<file path="src/rtl/seq_encoder.sv">
// Sequential 8-to-3 encoder: emits the index of every set bit of an accepted vector, one per handshake.
// Define SEQ_ENCODER_MSB_FIRST_EN to scan from the highest set bit instead of the lowest.
module seq_encoder #(
  parameter int IN_WIDTH  = 8,
  parameter int IDX_WIDTH = 3
) (
  input  logic                 clk,
  input  logic                 rst,
  input  logic                 in_valid,
  output logic                 in_ready,
  input  logic [IN_WIDTH-1:0]  in,
  output logic                 out_valid,
  input  logic                 out_ready,
  output logic [IDX_WIDTH-1:0] out,
  output logic                 out_last,
  output logic                 zero_flag
);

  typedef enum logic {IDLE, EMIT} state_t;

  state_t               state_q;
  logic [IN_WIDTH-1:0]  pending_q, pending_d, sel;
  logic [IDX_WIDTH-1:0] out_q, in_idx, pend_idx;
  logic                 out_valid_q, out_last_q, in_ready_q, zero_flag_q;

  function automatic logic [IDX_WIDTH-1:0] scan_idx(input logic [IN_WIDTH-1:0] v);
    logic [IDX_WIDTH-1:0] idx;
    idx = '0;
`ifdef SEQ_ENCODER_MSB_FIRST_EN
    for (int unsigned i = 0; i < IN_WIDTH; i++)
      if (v[i]) idx = IDX_WIDTH'(i);
`else
    // Walk downward so the last match wins, leaving the lowest set bit.
    for (int unsigned i = 0; i < IN_WIDTH; i++)
      if (v[IN_WIDTH-1-i]) idx = IDX_WIDTH'(IN_WIDTH-1-i);
`endif
    return idx;
  endfunction

  function automatic logic single_bit(input logic [IN_WIDTH-1:0] v);
    return (v != '0) && ((v & (v - IN_WIDTH'(1))) == '0);
  endfunction

  always_comb begin
    sel        = '0;
    sel[out_q] = 1'b1;
    pending_d  = pending_q & ~sel;
    in_idx     = scan_idx(in);
    pend_idx   = scan_idx(pending_d);
  end

  always_ff @(posedge clk or posedge rst) begin
    if (rst) begin
      state_q     <= IDLE;
      pending_q   <= '0;
      out_q       <= '0;
      out_valid_q <= 1'b0;
      out_last_q  <= 1'b0;
      in_ready_q  <= 1'b1;
      zero_flag_q <= 1'b0;
    end else begin
      zero_flag_q <= 1'b0;
      case (state_q)
        IDLE: begin
          if (in_valid) begin
            if (in != '0) begin
              state_q     <= EMIT;
              pending_q   <= in;
              out_q       <= in_idx;
              out_last_q  <= single_bit(in);
              out_valid_q <= 1'b1;
              in_ready_q  <= 1'b0;
            end else begin
              zero_flag_q <= 1'b1;
            end
          end
        end
        EMIT: begin
          if (out_ready) begin
            pending_q <= pending_d;
            if (pending_d == '0) begin
              state_q     <= IDLE;
              out_valid_q <= 1'b0;
              out_last_q  <= 1'b0;
              in_ready_q  <= 1'b1;
            end else begin
              out_q      <= pend_idx;
              out_last_q <= single_bit(pending_d);
            end
          end
        end
        default: state_q <= IDLE;
      endcase
    end
  end

  assign in_ready  = in_ready_q;
  assign out_valid = out_valid_q;
  assign out       = out_q;
  assign out_last  = out_last_q;
  assign zero_flag = zero_flag_q;

endmodule

</file>
<file path="config.mk">
export PLATFORM = sky130hd
export DESIGN_NAME = seq_encoder
export DESIGN_NICKNAME = d
export VERILOG_FILES = /design/src/rtl/seq_encoder.sv
export SDC_FILE = /design/constraint.sdc
export NUM_CORES = 1
export LEC_CHECK = 0
export BUFFER_PORTS_ARGS = -buffer_cell sky130_fd_sc_hd__clkbuf_2
export CAP_MARGIN = 20
export CORE_MARGIN = 2
export CORE_UTILIZATION = 57
export CTS_CLUSTER_SIZE = 40
export DETAILED_ROUTE_END_ITERATION = 7
export GPL_TIMING_DRIVEN = 1
export PLACE_DENSITY = 0.84
export SYNTH_ARGS = -nofsm -noshare
export SYNTH_HDL_FRONTEND = slang
export SYNTH_SLANG_ARGS = --single-unit
</file>
<file path="constraint.sdc">
create_clock -name clk -period 2.1 [get_ports clk]
set_input_delay 0.21 -clock clk [delete_from_list [all_inputs] [get_ports clk]]
set_output_delay 0.21 -clock clk [all_outputs]
set_load 0.01 [all_outputs]
</file>
## Word level (Yosys, flattened, before mapping)

Cells that the tools add are included.

- Equality and inequality tests: 5
- Muxes and demuxes: 50
- Reduce and logical (&&, ||, !) cells: 11
- Add/subtract/negate cells: 2
- Bitwise gates (word level): 5
- $lt $le $gt $ge: 2

Operators with widths:

| cell | number |
|---|---|
| 2-to-1 mux 3 bit | 20 |
| AND 8 bit | 3 |
| zero test 8 bit | 3 |
| 2-to-1 mux 8 bit | 3 |
| 2-to-1 mux 1 bit | 20 |
| one-hot mux 8 bit (2 select lines) | 1 |
| nonzero test 8 bit | 2 |
| subtractor 8 x 1 -> 8 bit (second input constant) | 2 |
| inequality test 2 bit (second input constant) | 4 |
| inverter 8 bit | 1 |
| one-hot mux 1 bit (2 select lines) | 4 |
| AND reduction 4 bit | 2 |
| one-hot mux 3 bit (2 select lines) | 1 |
| less-than comparator 3 x 4 -> 1 bit (second input constant) | 1 |
| demux 1 bit (select 3 bit) | 1 |
| >= comparator 3 x 1 -> 1 bit (second input constant) | 1 |
| logical AND 1 bit | 3 |
| AND reduction 3 bit | 1 |
| inequality test 2 x 1 -> 1 bit (second input constant) | 1 |
| inverter 1 bit | 1 |

- Logic and storage cells: 82
- Output and inout bits: 7
- Flip-flop bits (word level): 16
- Input bits: 12

## Logic depth before layout (Yosys ltp)

- Depth in word-level cells: 17
- Gate-level depth with buffers: 7
- Gate-level depth less buffers: 5

## Least setup slack after synthesis

OpenSTA, ideal clock, no wires.

- Path kind: register -> register
- Start: reg out_q[0], in the netlist out[0]
- End: reg in_ready_q, in the netlist in_ready
- Period minus slack after synthesis: 1.718 ns
- Setup slack: 0.382 ns
- Data required time: 2.018 ns
- Setup time: 0.082 ns
- Stages on the path, launching flop included: 7
- Buffers on the path: 1
- Arrival time: 1.636 ns
- Cells stage by stage: dfrtp_1 buf_6 mux2i_1 a21oi_2 o41ai_4 nand2_2 mux2_4

- Longest elaborated chain between the ends: 9
- Elaborated cells between the ends (all ways): 10
- Classes of those cells: order compare: 2; eq/ne: 1; mux: 2; bitwise: 2; reduce/logical: 3

Ends and longest elaborated chain:

| item | RTL line | RTL |
|---|---|---|
| from (decl) | 23 | `logic [IDX_WIDTH-1:0] out_q, in_idx, pend_idx;` |
| from (signal assigned) | 69 | `out_q <= in_idx;` |
| from (signal assigned) | 87 | `out_q <= pend_idx;` |
| less-than comparator 3 x 4 -> 1 bit (not written as such) or >= comparator 3 x 1 -> 1 bit (tied branches) | 46 | `sel[out_q] = 1'b1;` |
| logical AND 1 bit (not written as such) | 46 |  |
| 2-to-1 mux 1 bit (not written as such) | 46 |  |
| demux 1 bit (select 3 bit) * | 46 |  |
| inverter 8 bit * | 47 | `pending_d = pending_q & ~sel;` |
| AND 8 bit * | 47 |  |
| zero test 8 bit * | 81 | `if (pending_d == '0) begin` |
| inequality test 2 x 1 -> 1 bit (no line) * | - |  |
| AND reduction 4 bit (no line) * | - |  |
| to (signal assigned) | 59 | `in_ready_q <= 1'b1;` |
| to (signal assigned) | 72 | `in_ready_q <= 1'b0;` |
| to (signal assigned) | 85 | `in_ready_q <= 1'b1;` |
| to (decl) | 24 | `logic out_valid_q, out_last_q, in_ready_q, zero_flag_q;` |

Mark *: on every way between the ends. The rest lies on a longest branch, timed or not.
A chain may end at the register's enable or synchronous reset.

## Worst setup path in the final report

- Start: reg out_q[0], in the netlist out[0]
- End: reg out_last_q, in the netlist out_last

- Longest elaborated chain between the ends: 13
- Elaborated cells between the ends (all ways): 16
- Classes of those cells: add/sub: 1; order compare: 2; mux: 5; bitwise: 3; reduce/logical: 5

Ends and longest elaborated chain:

| item | RTL line | RTL |
|---|---|---|
| less-than comparator 3 x 4 -> 1 bit (not written as such) or >= comparator 3 x 1 -> 1 bit (tied branches) | 46 |  |
| logical AND 1 bit (not written as such) | 46 |  |
| 2-to-1 mux 1 bit (not written as such) | 46 |  |
| demux 1 bit (select 3 bit) * | 46 |  |
| inverter 8 bit * | 47 |  |
| AND 8 bit * | 47 |  |
| subtractor 8 x 1 -> 8 bit | 41 | `return (v != '0) && ((v & (v - IN_WIDTH'(1))) == '0);` |
| AND 8 bit | 41 |  |
| zero test 8 bit | 41 |  |
| logical AND 1 bit | 41 |  |
| 2-to-1 mux 1 bit * | 81 |  |
| 2-to-1 mux 1 bit * | 79 | `if (out_ready) begin` |
| one-hot mux 1 bit (2 select lines) * | 63 | `case (state_q)` |
| to (signal assigned) | 70 | `out_last_q <= single_bit(in);` |
| to (signal assigned) | 88 | `out_last_q <= single_bit(pending_d);` |
| to (decl) | 24 |  |

Mark *: on every way between the ends. The rest lies on a longest branch, timed or not. The select of a mux whose other input is x is not followed.

==> impl_results.md <==
* Outcome: complete, no violations
* Sequential share of power at a little under a third
* First-pass GRT wire length at around 6.2 mm
* Setup TNS at 0 ns
* Ys async rst share at 100%
* Pin count of the biggest net entering global routing at 20
* Mapped cell area at roughly 1400 um2
* Startpoint types: flop
* EDFF count, synth at 0
* Internal Power at around 1.1 mW
* Slew headroom at approximately three fifths
* Worst min-delay path class: primary input to flop
* DIE WIDTH at about 54 um
* Via count at between 1000 and 1500
* Worst Path Arrival at 2.10 ns
* R2r setup slk at about 0.18 ns
* Critical Path Fanout Max at 19
* Hold Path Origin: in_valid
* Post-Place Cell Area at 1520 um2
* Vias in the first global route at between 1000 and 1500
* Worst VDD drop at around 0.77 mV
* Initial core utilization at 58.6%
* Inserted Diodes at 0
* TritonRoute pass-1 iters at 4
* Clock buffer depth at 2
* Worst Path Required at 2.28 ns
* Final Hold Fails at 0
* Net Sw Frac at roughly half
* Clk pwr share at under 10%
* Avg Synthesized Cell Area at 8.25 um2
* Fill cell total of the finished layout at between 200 and 250
* Post-synth top area cell: dfrtp_1
* Proportion of netlist area held by the largest area contributor at 26.6%
* Root buf cell: clkbuf_4
* Sw Pwr at 1.10 mW
* Most used flip-flop cell after synthesis: dfrtp_1
* Pwr per Cell Area at between 1000 and 1500 nW/um2
* Final instance area at around 1600 um2
* Post-synthesis sequential area ratio at between 20% and 30%
* Antenna violations before repair at 0
* Final net count at 200
* Layout area overhead at 10.4%
* Fmax at ~520 MHz
* DRT iter0 DRCs at 67
* Slew @ Worst Pin at a little over 0.6 ns
* Kind of critical path: flop to flop
* Detailed-route vias per instance at roughly 6.5
* Max-cap violations at 0
* Syn nets at 183
* Post-layout minimum cycle time at about 1.9 ns
* Post-route ant nets at 0
* Gpl congestion at about 0.95
* Logic pwr share at slightly above 60%
* Unique masters post-synth at 54
* Core area at roughly 2400 um2
* Top cells by area, synth: dfrtp_1 27%, mux2i_1 5.0%, nand2_1 4.8%, o21ai_0 4.3%, nor2_1 3.7%
* GRT Overall Usage at 29.9%
* Synthesized instance count at around 170
* I/O pin count at 19
* Most frequent cell after synthesis: nand2_1
* Ys Warns at 0
* GRT overflow at 0
* #FFs+latches synth at 16
* R2R cell count at 6
* Hold Path Cell Cnt at 3
* Clock sink count at 16
* Post-synth top cells: 18 x nand2_1, 15 x dfrtp_1, 14 x nor2_1
* Wire length per cell at ~17 um
* Die H at between 50 and 60 um
* # DRC at 0
* Share of layout cells above drive strength 1 at approximately 22%
* WHS Endpoint: zero_flag$_DFF_PP0_
* CTS Buf Count at 3
* CP endpoint kind: flop
* Htree depth at 1
* CTS tree: built
* Leak pwr at between 0.6 and 0.7 nW
* RR Startpoint: out[0]$_DFFE_PP0P_
* RSZ-0062 raised after global routing: no
* Placed wire-length estimate at around 2.9 mm
* Clock transition at path regs at about 0.1 ns
* Die area at around 2900 um2
* Reg2reg end: out_last$_DFFE_PP0P_
* Period utilization at between 90% and 100%
* Clk_skew at 0.0143 ns
* Final Slew Violations at 0
* Row Count at 18
* # setup viols final at 0
* Clk_lat worst skew at 0.29 ns
* Port Buffers at 18
* Final WL at approximately 3.7 mm
[worst max-delay path, cell delays in order, from the launching register on]
cell and delay, ns:
dfrtp_1 0.56, buf_4 0.28, nand3b_1 0.16, a21oi_1 0.20, a221oi_1 0.07, o22a_1 0.23, o311ai_1 0.29
[area by class of cell]
| class | instances | area, um2 | area share (%) |
|---|---|---|---|
| multi-input combinational | 134 | 912 | 58.6 |
| sequential | 16 | 403 | 25.9 |
| timing repair buffer | 26 | 153 | 9.80 |
| tap | 30 | 37.5 | 2.41 |
| clock buffer | 4 | 26.3 | 1.69 |
| inverter | 7 | 26.3 | 1.69 |
[per-layer routing]
layer  vias up  wire length, um  global-route usage [%]
met4         0               68                    8.55
met2        58             1820                    49.8
met3         8              263                    5.00
met5         -                0                       0
met1       669             1560                    39.7
li1        667                -                       -
[timing repair]
action | 4_1_cts | 5_1_grt
setup buffers | 0 | 0
endpoints found under the setup margin | 0 | 1
resized for setup | 0 | 1
hold buffers | 1 | 0
hold endpoints to repair | 15 | 0
[cells by family after synthesis]
logic type / after synthesis / share of synthesized area (%)
AND/OR/NAND/NOR: 64 / 23.8
AO/OA/AOI/OAI: 61 / 33.2
buffers and inverters: 21 / 6.92
flip-flops: 16 / 28.5
multiplexers: 9 / 7.62
[power groups by stage]
stage,logic (mW),clock network [mW],registers (mW)
floorplan,1.16,0,0.541
global placement,1.34,0,0.660
detailed placement,1.36,0,0.674
CTS,1.37,0.175,0.667
global route,1.53,0.195,0.696
finish,1.38,0.172,0.675
[metrics by stage]
step / hold WS, ns / setup slack [ns] / instances / power, mW / util [%]
6_report: 0.164 / 0.176 / 217 / 2.23 / 64.6
5_1_grt: 0.165 / 0.0361 / 217 / 2.42 / 64.6
4_1_cts: 0.157 / 0.157 / 217 / 2.21 / 64.6
3_5_place_dp: 0.293 / 0.199 / 212 / 2.03 / 63.1
3_3_place_gp: 0.282 / 0.223 / 212 / 2.00 / 63.1
2_1_floorplan: 0.123 / 0.382 / 171 / 1.70 / -
[how the worst max path moves through the flow]
stage,start,to,slack (ns),cells past startpoint
6_report,out[0]$_DFFE_PP0P_,out_last$_DFFE_PP0P_,0.18,6
5_1_grt,out[0]$_DFFE_PP0P_,out_last$_DFFE_PP0P_,0.04,6
4_1_cts,out[2]$_DFFE_PP0P_,out_last$_DFFE_PP0P_,0.16,5
3_5_place_dp,out[2]$_DFFE_PP0P_,in_ready$_DFFE_PP1P_,0.20,5
3_3_place_gp,out[0]$_DFFE_PP0P_,out_last$_DFFE_PP0P_,0.22,6
2_1_floorplan,out[0]$_DFFE_PP0P_,in_ready$_DFFE_PP1P_,0.38,6
[cells in the final DEF (no fill, tap or decap), types with 2 or more instances in the layout]
master	count
and2_1	3
buf_4	7
nand2_1	18
o31ai_1	4
a22o_1	6
o22ai_1	2
o211ai_1	2
a21oi_1	9
nor3_1	6
o21ai_0	12
nor4_2	2
nand3_1	3
clkbuf_2	18
a21boi_0	2
dfrtp_1	14
a21o_1	2
clkbuf_4	3
a21oi_2	3
inv_1	7
mux2i_1	7
nor2_1	14
a221oi_1	2
a31oi_1	3
nand2b_1	6
[state kept, by name (all words and copies together) (netlist names)]
| name | count |
|---|---|
| out | 3 |
| pending_q | 8 |
| zero_flag | 1 |
| in_ready | 1 |
| state_q | 1 |
| out_last | 1 |
| out_valid | 1 |
(Power assumes the default switching activity.)
